[src/rtl/renorm_pkg.sv]
`default_nettype none
// ============================================================================
//  Module   : renorm_pkg
//  Brief    : Shared binary64 field widths, rounding-mode encodings and the
//             helper that assembles a positive double from exponent/mantissa.
//  Revision : 1.0 - initial release
// ============================================================================
package renorm_pkg;

   localparam int DP_EXP_W = 11;
   localparam int DP_MAN_W = 52;
   localparam int DP_W     = 64;

   localparam logic RND_TRUNC = 1'b0;
   localparam logic RND_RNE   = 1'b1;

   // Sign is always zero: this path only ever produces non-negative values.
   function automatic logic [DP_W-1:0] pack_dp(input logic [DP_EXP_W-1:0] exp_i,
                                               input logic [DP_MAN_W-1:0] man_i);
      return {1'b0, exp_i, man_i};
   endfunction

endpackage
`default_nettype wire

[src/rtl/renorm_lzc.sv]
`default_nettype none
// ============================================================================
//  Module   : renorm_lzc
//  Brief    : Combinational leading-zero counter with all-zero flag, built as
//             a binary reduction tree over the input padded to a power of two.
//  Revision : 1.0 - initial release
// ============================================================================
module renorm_lzc #(
   parameter int W = 96
) (
   input  logic [W-1:0]         data_i,
   output logic [$clog2(W)-1:0] cnt_o,
   output logic                 zero_o
);

   localparam int CW = $clog2(W);
   localparam int P  = 1 << CW;

   logic [P-1:0]  pad;
   logic [P-1:0]  lvl_v [CW+1];
   logic [CW-1:0] lvl_c [CW+1][P];

   // Zero padding below the LSB leaves the count of any non-zero input intact.
   generate
      if (P == W) begin : g_nopad
         assign pad = data_i;
      end else begin : g_pad
         assign pad = {data_i, {(P-W){1'b0}}};
      end
   endgenerate

   // Each node merges its two children: hi child wins if it holds a one,
   // otherwise the count is the hi span width plus the lo child's count.
   always_comb begin
      for (int l = 0; l <= CW; l++) begin
         lvl_v[l] = '0;
         for (int j = 0; j < P; j++) begin
            lvl_c[l][j] = '0;
         end
      end
      lvl_v[0] = pad;
      for (int l = 1; l <= CW; l++) begin
         for (int j = 0; j < (P >> l); j++) begin
            lvl_v[l][j] = lvl_v[l-1][2*j+1] | lvl_v[l-1][2*j];
            lvl_c[l][j] = lvl_v[l-1][2*j+1] ? lvl_c[l-1][2*j+1]
                                            : (lvl_c[l-1][2*j] | (CW'(1) << (l-1)));
         end
      end
   end

   assign cnt_o  = lvl_c[CW][0];
   assign zero_o = ~lvl_v[CW][0];

endmodule
`default_nettype wire

[src/rtl/renorm_pipe.sv]
`default_nettype none
// ============================================================================
//  Module   : renorm_pipe
//  Brief    : 3-stage unsigned fixed-point to binary64 normaliser with
//             truncate/RNE rounding, zero/underflow flags, valid/ready
//             handshake and pass-through tag.
//  Revision : 1.0 - initial release
// ============================================================================
module renorm_pipe
   import renorm_pkg::*;
#(
   parameter int IN_W     = 96,
   parameter int EXP_BASE = 1013,
   parameter int TAG_W    = 4
) (
   input  logic             clk,
   input  logic             rst,
   input  logic             in_valid,
   output logic             in_ready,
   input  logic [IN_W-1:0]  in_data,
   input  logic [TAG_W-1:0] in_tag,
   input  logic             rnd_mode,
   output logic             out_valid,
   input  logic             out_ready,
   output logic [DP_W-1:0]  out_data,
   output logic [TAG_W-1:0] out_tag,
   output logic             out_zero,
   output logic             out_uflow
);

   localparam int KW = $clog2(IN_W);
   localparam int EW = 13;
   localparam int XW = IN_W + DP_MAN_W + 1;
   localparam logic signed [EW-1:0] c_exp_one = EW'(1);

   generate
      if (IN_W < 53 || IN_W > 128) begin : g_bad_in_w
         $error("renorm_pipe: IN_W must be in 53..128");
      end
      if (EXP_BASE < 1 || EXP_BASE > 2045) begin : g_bad_exp_base
         $error("renorm_pipe: EXP_BASE must be in 1..2045");
      end
   endgenerate

   // Whole pipe advances together; a stall freezes bubbles too.
   logic en;
   assign en       = !out_valid || out_ready;
   assign in_ready = en;

   // ---------------- Stage 1 ----------------
   logic [KW-1:0]    lzc_cnt;
   logic             lzc_zero;
   logic             v1_q, mode1_q, z1_q;
   logic [IN_W-1:0]  data1_q;
   logic [TAG_W-1:0] tag1_q;
   logic [KW-1:0]    k1_q;

   renorm_lzc #(.W(IN_W)) u_lzc (
      .data_i (in_data),
      .cnt_o  (lzc_cnt),
      .zero_o (lzc_zero)
   );

   // Capture input sample together with its leading-zero count.
   always_ff @(posedge clk) begin
      if (rst) begin
         v1_q    <= 1'b0;
         mode1_q <= 1'b0;
         z1_q    <= 1'b0;
         data1_q <= '0;
         tag1_q  <= '0;
         k1_q    <= '0;
      end else if (en) begin
         v1_q    <= in_valid;
         mode1_q <= rnd_mode;
         z1_q    <= lzc_zero;
         data1_q <= in_data;
         tag1_q  <= in_tag;
         k1_q    <= lzc_cnt;
      end
   end

   // ---------------- Stage 2 ----------------
   logic [KW:0]            shamt;
   logic [IN_W-1:0]        shifted;
   logic [XW-1:0]          ext;
   logic signed [EW-1:0]   exp_s;
   logic [DP_MAN_W-1:0]    man2_d;
   logic                   guard2_d, sticky2_d, uf2_d;

   // Shifting by k+1 drops the implicit leading one off the top; the zero
   // tail lets narrow inputs (IN_W=53) still yield a guard bit and zero-fill.
   always_comb begin
      shamt     = (KW+1)'(k1_q) + (KW+1)'(1);
      shifted   = data1_q << shamt;
      ext       = {shifted, {(DP_MAN_W+1){1'b0}}};
      man2_d    = ext[XW-1 -: DP_MAN_W];
      guard2_d  = ext[IN_W];
      sticky2_d = |ext[IN_W-1:0];
      exp_s     = EW'(EXP_BASE) - EW'(k1_q);
      uf2_d     = !z1_q && (exp_s < c_exp_one);
   end

   logic                v2_q, mode2_q, z2_q, uf2_q, guard2_q, sticky2_q;
   logic [TAG_W-1:0]    tag2_q;
   logic [DP_MAN_W-1:0] man2_q;
   logic [DP_EXP_W-1:0] exp2_q;

   // Stage 2 register: unrounded mantissa, rounding bits and exponent.
   always_ff @(posedge clk) begin
      if (rst) begin
         v2_q      <= 1'b0;
         mode2_q   <= 1'b0;
         z2_q      <= 1'b0;
         uf2_q     <= 1'b0;
         guard2_q  <= 1'b0;
         sticky2_q <= 1'b0;
         tag2_q    <= '0;
         man2_q    <= '0;
         exp2_q    <= '0;
      end else if (en) begin
         v2_q      <= v1_q;
         mode2_q   <= mode1_q;
         z2_q      <= z1_q;
         uf2_q     <= uf2_d;
         guard2_q  <= guard2_d;
         sticky2_q <= sticky2_d;
         tag2_q    <= tag1_q;
         man2_q    <= man2_d;
         exp2_q    <= exp_s[DP_EXP_W-1:0];
      end
   end

   // ---------------- Stage 3 ----------------
   logic                inc;
   logic [DP_MAN_W:0]   man_sum;
   logic [DP_EXP_W-1:0] exp_r;
   logic [DP_W-1:0]     data3_d;

   // Round-to-nearest-even; a mantissa carry wraps it to zero and bumps exp.
   always_comb begin
      inc     = (mode2_q == RND_RNE) && guard2_q && (sticky2_q || man2_q[0]);
      man_sum = {1'b0, man2_q} + {{DP_MAN_W{1'b0}}, inc};
      exp_r   = exp2_q + {{(DP_EXP_W-1){1'b0}}, man_sum[DP_MAN_W]};
      data3_d = pack_dp(exp_r, man_sum[DP_MAN_W-1:0]);
      if (z2_q || uf2_q) begin
         data3_d = '0;
      end
   end

   logic             out_valid_q, out_zero_q, out_uflow_q;
   logic [DP_W-1:0]  out_data_q;
   logic [TAG_W-1:0] out_tag_q;

   // Output register: held stable whenever downstream stalls.
   always_ff @(posedge clk) begin
      if (rst) begin
         out_valid_q <= 1'b0;
         out_zero_q  <= 1'b0;
         out_uflow_q <= 1'b0;
         out_data_q  <= '0;
         out_tag_q   <= '0;
      end else if (en) begin
         out_valid_q <= v2_q;
         out_zero_q  <= z2_q;
         out_uflow_q <= uf2_q;
         out_data_q  <= data3_d;
         out_tag_q   <= tag2_q;
      end
   end

   assign out_valid = out_valid_q;
   assign out_zero  = out_zero_q;
   assign out_uflow = out_uflow_q;
   assign out_data  = out_data_q;
   assign out_tag   = out_tag_q;

endmodule
`default_nettype wire
[config.mk]
export PLATFORM = sky130hd
export DESIGN_NAME = renorm_pipe
export DESIGN_NICKNAME = d
export VERILOG_FILES = /design/src/rtl/renorm_pkg.sv /design/src/rtl/renorm_lzc.sv /design/src/rtl/renorm_pipe.sv
export SDC_FILE = /design/constraint.sdc
export NUM_CORES = 1
export LEC_CHECK = 0
export ABC_AREA = 1
export ABC_CLOCK_PERIOD_IN_PS = 5100
export CAP_MARGIN = 15
export CORE_MARGIN = 5
export CORE_UTILIZATION = 60
export CTS_BUF_LIST = sky130_fd_sc_hd__clkbuf_4 sky130_fd_sc_hd__clkbuf_8 sky130_fd_sc_hd__clkbuf_16
export CTS_CLUSTER_DIAMETER = 150
export DETAILED_ROUTE_END_ITERATION = 10
export PLACE_DENSITY = 0.92
export SLEW_MARGIN = 20
export SYNTH_ARGS = -nofsm -noshare
export SYNTH_HDL_FRONTEND = slang
export SYNTH_HIERARCHICAL = 1
export SYNTH_SLANG_ARGS = --single-unit
[constraint.sdc]
create_clock -name clk -period 5.1 [get_ports clk]
set_input_delay 1.02 -clock clk [delete_from_list [all_inputs] [get_ports clk]]
set_output_delay 1.02 -clock clk [all_outputs]
set_load 0.005 [all_outputs]
# Word-level counts from Yosys, hierarchy flattened
# Cells that the tools add are included.
# totals
regBits	254
output_inout_bits	72
# op_classes
addsub	4
n_lt_le_gt_ge	1
n_shift	1
mux	97
n_bitwise	96
n_reduce_logical	9
# ops
operator	count
two-way mux 7 bit	28
<< shifter 96 x 8 -> 96 bit	1
OR 1 bit	95
two-way mux 63 bit	1
adder 52 x 1 -> 53 bit	1
two-way mux 1 bit	48
two-way mux 6 bit	8
OR reduction 43 bit	1
two-way mux 2 bit	12
adder 11 x 1 -> 11 bit	1
less-than comparator 11 x 2 -> 1 bit (second input constant)	1
subtractor 10 x 7 -> 11 bit (first input constant)	1
adder 7 x 1 -> 8 bit (second input constant)	1
logical AND 1 bit	3
logical OR 1 bit	3
logical NOT 1 bit	2
inverter 1 bit	1

# Longest topological paths before layout
# Gate-level depths: netlist of the first run.
# logic_depth
word_depth	8
depth_mapped	27
depth_no_buf	27

# Hierarchy
# Netlist of the first run, hierarchy kept.
# modules_own_cells
mod	instances	cells_each	area_each_um2
renorm_pipe	1	2731	16525.8
renorm_lzc	1	305	1438.9

# Worst setup path before layout of the first run
# Ideal clock, no wire load.
# synth_timing
kind	reg-to-reg
from	register man2_q[0]
to	register out_data_q[60], in the netlist out_data[60]
setup_time_ns	0.070
t_arrival_ns	3.120
required_ns	5.030
slack_ns	1.910
stages_incl_launch_ff	28
n_path_buf	0
cell_sequence	dfxtp_1 o211a_1 ha_1 ha_1 nand2_1 nor2_1 nand2_1 nor2_1 inv_1 nor2_2 nand3_2 nor2_2 nand3_1 nor3_2 nand3_1 nor2_1 ha_1 ha_1 nand3_1 nor2_1 inv_1 nor2_1 inv_1 nor2_1 nand2_1 a21oi_1 o21ai_0 a21oi_1
# synth_via
elab_chain_len	5
# synth_rtl
item	line_no	rtl
from (decl)	renorm_pipe.sv:106	logic [DP_MAN_W-1:0] man2_q;
from (signal assigned)	renorm_pipe.sv:129	man2_q <= man2_d;
logical OR 1 bit	renorm_pipe.sv:142	inc = (mode2_q == RND_RNE) && guard2_q && (sticky2_q || man2_q[0]);
logical AND 1 bit	renorm_pipe.sv:142	
adder 52 x 1 -> 53 bit (*)	renorm_pipe.sv:143	man_sum = {1'b0, man2_q} + {{DP_MAN_W{1'b0}}, inc};
adder 11 x 1 -> 11 bit (*)	renorm_pipe.sv:144	exp_r = exp2_q + {{(DP_EXP_W-1){1'b0}}, man_sum[DP_MAN_W]};
two-way mux 63 bit (*)	renorm_pipe.sv:146	if (z2_q || uf2_q) begin
to (signal assigned)	renorm_pipe.sv:167	out_data_q <= data3_d;
to (decl)	renorm_pipe.sv:152	logic [DP_W-1:0] out_data_q;
# Mark *: on every way between the ends. The rest lies on a longest branch, timed or not.
# A chain may end at the register's enable or synchronous reset.

# Worst setup path in the final report of the first run
# Same ends and word-level chain as after synthesis.

==> implementation parameters, run 1 <==
Parameter                              Value

Run status
  Result of the run    complete, no violations

Logic synthesis
  Most frequent cell after synthesis    nand2_1
  Post-synthesis cell area    0.0180 mm²
  Fraction of the mapped netlist area in simple logic gates    0.407
  Total of flip-flops plus latches after synthesis    249
  Cells after synthesis    3036
  Number of unique standard cell types used by synthesis    55
  Ys Warns    6
  Fraction of registers with async set/reset    0
  Most frequently used flop master after synthesis    dfxtp_1
  Post-synth EDFFs    0
  Dominant cell type by area after synthesis    dfxtp_1
  Mean area per synthesized cell    5.92 µm²
  Share of Yosys cell area claimed by the top area cell type    0.277
  Share of synthesized area occupied by flip-flops and latches    0.277
  Synthesized-area fraction occupied by xor and xnor cells    0.00808
  Area fraction in compound gates after synthesis    0.195
  Largest family of logic cells by synthesized area    simple AND/OR/NAND/NOR gates
  Synth top cells by count    830 x nand2_1, 416 x nand3_1, 312 x nor2_1
  Largest cells by area after synthesis    dfxtp_1 28%, nand2_1 17%, nand3_1 12%, o21ai_0 8.2%, nor2_1 6.5%
  Adder and majority cell fraction of the synthesized area    0.00488
  Multiplexer share of the synthesized area    0.0128

CTS
  Cell at the root of the clock tree    clkbuf_16
  Number of buffers inserted to repair setup after CTS    0
  Clock sink total    249
  CTS Buffer Depth    3
  CTS tree    built
  Total CTS buffers    27
  Number of buffers added to fix hold violations after cts    0
  CTS clk-pin slew, worst paths    0.06 ns
  Clk Latency, worst-skew pair    0.56 ns
  Post-CTS Resized    0
  Maximum level of the CTS H-tree    1

Critical path
  Critical Path Source Type    flop
  Required time at the endpoint of the critical path    5.58 ns
  Slowest cell on the critical path    dfxtp_1
  Biggest cell delay along the critical path    0.35 ns
  Crit path max fanout    4
  Origin of the worst setup path    man2_q[0]$_SDFFE_PP0P_
  Critical Path Most Common Cell    nor2_1
  Total buffers and inverters traversed by the critical path    3
  Crit end category    flop
  Delay-heaviest family, CP    simple AND/OR/NAND/NOR gates
  Data arrival time at the worst-slack endpoint    4.43 ns
  R2R Path Start    man2_q[0]$_SDFFE_PP0P_
  CP Class    reg -> reg

Pwr
  Static leakage power    8.53 nW
  Power per unit of standard cell area    293 mW/mm²
  Total power of the final layout    5.96 mW
  IR drop worst, VDD    0.218 mV

STA
  Post-layout worst setup margin    1.15 ns
  Final setup violating endpoints    0
  Final worst path period share    0.774
  Min Tclk post-route    3.95 ns
  Clock Skews    0.0104 ns
  Unrepaired setup endpoints after global routing    no
  Number of endpoints with negative hold slack in the final report    0
  Worst slew margin relative to its limit    0.261
  Setup_tns    0 ns
  Fmax achieved    253 MHz
  Worst Hold Margin    0.463 ns
  Final-report max-slew violation count    0
  Slew at the pin with the worst max-slew slack    1.11 ns

Detailed routing
  Number of iterations in the first detailed-routing pass    9
  Number of remaining DRC errors    0
  1st-iter DRT viols    2455
  Post-DR vias/cell    6.00
  Routed wirelength normalized by instance count    18.0 µm
  Final Routed Wirelength    62400 µm
  Antenna Violating Nets Remaining    0
  Overall via count from detail_route    20.8k

Placed design
  Detailed Place HPWL    47200 µm
  Post-placement worst setup slack    1.24 ns
  Count of port buffers added during placement    174
  RD Place Congestion    1.04

Finish
  Diodes inserted    0
  Fill cells    2647
  Share of cells above drive strength 1    0.0480
  Layout overhead on the synthesized area    13.1%
  Net count of the finished layout    3179
  Final core occ    0.685

Worst hold path
  Class of the worst hold path    reg -> reg
  Launch point of the worst hold path    out_data[35]$_SDFFE_PP0P_

Floorplanning
  Horiz. Die Dim    183 µm
  Total Die Area    0.0335 mm²
  Die H    183 µm
  I/O pin count    177
  Cell row count    63
  Initial Utilization    0.606
  CORE AREA    0.0296 mm²

Global routing
  Vias in the first global route    19.2k
  Antenna violations before repair    0
  Overall overflow remaining after global route    0
  Largest net degree at the start of global routing    269
  Global-route usage over all layers    0.360
  Global-route wire length before repair    99900 µm

Run
  Max Cap Violations    0
[sequential cells by signal, summed over array words and instances (netlist names), 4 cells and up]
| register | count |
|---|---|
| data1_q | 96 |
| exp2_q | 9 |
| k1_q | 7 |
| man2_q | 52 |
| out_data | 63 |
| out_tag | 4 |
| tag1_q | 4 |
| tag2_q | 4 |
[worst min-delay path, cell delays in order (launching register included)]
cell	delay (ns)
dfxtp_1	0.31
nand2_1	0.06
a21oi_1	0.05
[cell families (layout without fill, tap and decap cells)]
kind of cell / count (synthesis) / count (layout)
other: 1 / 2
XOR/XNOR: 14 / 14
multiplexers: 23 / 23
AO/OA/AOI/OAI: 669 / 669
adder cells (fa/ha/maj): 7 / 7
buffers and inverters: 378 / 426
AND/OR/NAND/NOR: 1695 / 1695
flip-flops: 249 / 249
[layout make-up]
cell class,instances,area [µm²],area share
repair buffers,198,1930,0.0951
multi-input cells,2410,11300,0.558
clock buffers,41,825,0.0406
flip-flops and latches,249,4990,0.246
inverters,181,687,0.0338
well taps,390,488,0.0240
clock inverters,6,48.8,0.00240
[power breakdown]
part           internal [mW]  switching (mW)  leakage, nW
clock network           1.11           0.822        0.445
registers               2.12           0.179         2.06
logic                  0.608            1.12         6.03
[metrics by stage]
step / cells / area, µm²
5_1_grt: 3475 / 20300
4_1_cts: 3475 / 20300
3_3_place_gp: 3428 / 19400
6_report: 3475 / 20300
3_5_place_dp: 3428 / 19400
2_1_floorplan: 3037 / 18000
[placed cells by master, fill, tap and decap left out, types with 28 or more instances in the layout]
cell             count
clkdlybuf4s50_1    173
nor2_1             310
a21oi_1            226
nand2_1            830
nor3_1              29
o211ai_1            30
o21ai_1             82
nand3_1            416
nand4_1             28
inv_1              163
dfxtp_1            248
o21ai_0            296
[path summary, 6_finish.rpt]
check | cells after the start | endpoint | slack [ns]
min reg2reg | 2 | out_data[35]$_SDFFE_PP0P_ | 0.46
min | 2 | out_data[35]$_SDFFE_PP0P_ | 0.46
max reg2reg | 27 | out_data[60]$_SDFFE_PP0P_ | 1.15
max | 27 | out_data[60]$_SDFFE_PP0P_ | 1.15
[metal layers]
layer / track usage / share of wire / vias to the layer above
met5: 0 / 0 / -
met4: 0.151 / 0.048 / 0
met3: 0.0476 / 0.084 / 164
met2: 0.583 / 0.45 / 1026
met1: 0.486 / 0.42 / 9481
li1: - / - / 10200
Power figures use the tool's default switching activity.
==> inputs of run 2 (changes only) <==
Settings changed: ABC_CLOCK_PERIOD_IN_PS 5100 to 3600, CORE_UTILIZATION 60 to 53, PLACE_DENSITY 0.92 to 0.87.
Clock period 5.1 ns to 3.6 ns, I/O delays scaled along.
==> implementation parameters, run 2 (synthesis gave the netlist of run 1 again) <==
Parameter                              Value

Finish
  Net count of the finished layout    3215
  Diodes inserted    0
  Most frequent cells in the layout    827 x nand2_1, 413 x nand3_1, 305 x nor2_1
  Layout overhead on the synthesized area    16.5%
  Share of cells above drive strength 1    0.0663
  Area of the multi-input gates    0.0115 mm²
  Largest register FFs    96
  Commonest non-fill, non-tap cell in the layout    nand2_1
  Most flops, register    data1_q
  Sequential standard cell area    0.00499 mm²
  Fill cells    3198

Run
  Max Cap Violations    0

Floorplanning
  CORE AREA    0.0335 mm²
  I/O pin count    177
  Initial Utilization    0.536
  Die H    194 µm
  Total Die Area    0.0377 mm²
  Horiz. Die Dim    194 µm
  Cell row count    67

Pwr
  Total power of the final layout    8.53 mW
  Static leakage power    8.78 nW
  Power per unit of standard cell area    408 mW/mm²
  IR drop worst, VDD    0.358 mV

Detailed routing
  1st-iter DRT viols    2084
  Number of iterations in the first detailed-routing pass    6
  Number of remaining DRC errors    0
  Post-DR vias/cell    5.83
  Final Routed Wirelength    63200 µm
  Routed wirelength normalized by instance count    17.7 µm
  Overall via count from detail_route    20.8k
  Antenna Violating Nets Remaining    0

STA
  Worst slew margin relative to its limit    0.298
  Final worst path period share    0.963
  Final-report max-slew violation count    0
  Worst Hold Margin    0.462 ns
  Final setup violating endpoints    0
  Min Tclk post-route    3.47 ns
  Post-layout worst setup margin    0.132 ns
  Number of endpoints with negative hold slack in the final report    0
  Unrepaired setup endpoints after global routing    yes
  Fmax achieved    288 MHz
  Clock Skews    0.0104 ns
  Slew at the pin with the worst max-slew slack    1.05 ns

Critical path
  Critical Path Most Common Cell    nor2_4
  Crit end category    flop
  Crit path max fanout    3
  Required time at the endpoint of the critical path    4.06 ns
  Data arrival time at the worst-slack endpoint    3.93 ns
  CP Class    reg -> reg
  Biggest cell delay along the critical path    0.33 ns
  Minimum setup slack among reg-to-reg paths    0.13 ns
  Critical Path Source Type    flop
  Slowest cell on the critical path    dfxtp_2

Global routing
  Vias in the first global route    19.0k
  Largest net degree at the start of global routing    269
  Overall overflow remaining after global route    0
  Global-route wire length before repair    100000 µm
  Antenna violations before repair    0
  Global-route usage over all layers    0.317

Placed design
  RD Place Congestion    0.990
  Detailed Place HPWL    48100 µm
  Count of port buffers added during placement    174
  Post-placement worst setup slack    -0.159 ns

CTS
  Clock sink total    249
  Number of buffers added to fix hold violations after cts    0
  Total CTS buffers    27
  Cell at the root of the clock tree    clkbuf_16
  Maximum level of the CTS H-tree    1
  CTS clk-pin slew, worst paths    0.06 ns
  Clk Latency, worst-skew pair    0.54 ns
  CTS Buffer Depth    3
  CTS tree    built

Run status
  Result of the run    complete, no violations

Worst hold path
  Class of the worst hold path    reg -> reg
[run 2: cell types whose count changed in the layout (fill, tap and decap cells not counted), moves of 3 or more]
| cell | before | now |
|---|---|---|
| nor2_4 | 9 | 14 |
| dfxtp_2 | 0 | 4 |
| buf_12 | 1 | 9 |
| dfxtp_1 | 248 | 244 |
| buf_4 | 24 | 52 |
| nand3_1 | 416 | 413 |
| nor2_1 | 310 | 305 |
| ha_1 | 6 | 2 |
| nand2_1 | 830 | 827 |
| ha_4 | 0 | 4 |
[run 2: metrics by stage]
step                utilization  TNS (ns)  cells  instance area (µm²)
floorplan                     -         0   3037                18000
global placement          0.589   -0.0856   3504                19700
detailed placement        0.589    -0.166   3504                19700
CTS                       0.621    -0.197   3562                20800
global route              0.624    -0.358   3569                20900
finish                    0.624         0   3569                20900
[run 2: worst max-delay path, delay by kind of cell, from the launching register on]
| kind | cells | cell delay, ns |
|---|---|---|
| AND/OR/NAND/NOR | 16 | 1.77 |
| adder cells (fa/ha/maj) | 4 | 0.60 |
| AO/OA/AOI/OAI | 4 | 0.52 |
| flip-flops | 1 | 0.33 |
| buffers and inverters | 3 | 0.19 |
[run 2: layout make-up]
class	count	share of cell area
clock buffers	38	0.0380
clock inverters	9	0.00484
well taps	448	0.0268
flip-flops and latches	249	0.239
multi-input cells	2410	0.549
inverters	181	0.0328
repair buffers	234	0.110
[run 2: layer usage]
layer,routed length (µm),part of all wire,track usage,vias up
met5,0,0,0,-
met3,4810,0.076,0.0429,145
li1,-,-,-,10200
met4,2560,0.040,0.110,0
met1,26700,0.42,0.423,9512
met2,29100,0.46,0.530,911
[run 2: where the power goes]
group,switching [mW],total (mW),internal [mW]
clock,1.11,2.78,1.67
combinational,1.63,2.52,0.887
sequential,0.231,3.23,3.00
[run 2: repair_timing]
action / 4_1_cts / 5_1_grt
endpoints found under the setup margin: 3 / 7
buffers inserted: 11 / 7
pin swaps: 14 / 15
resized for setup: 26 / 12
[run 2: worst paths after layout]
| check | from | cells past startpoint | endpoint |
|---|---|---|---|
| max | mode2_q$_SDFFE_PP0P_ | 27 | out_data[60]$_SDFFE_PP0P_ |
| min | out_data[28]$_SDFFE_PP0P_ | 2 | out_data[28]$_SDFFE_PP0P_ |
| max reg2reg | mode2_q$_SDFFE_PP0P_ | 27 | out_data[60]$_SDFFE_PP0P_ |
| min reg2reg | out_data[28]$_SDFFE_PP0P_ | 2 | out_data[28]$_SDFFE_PP0P_ |
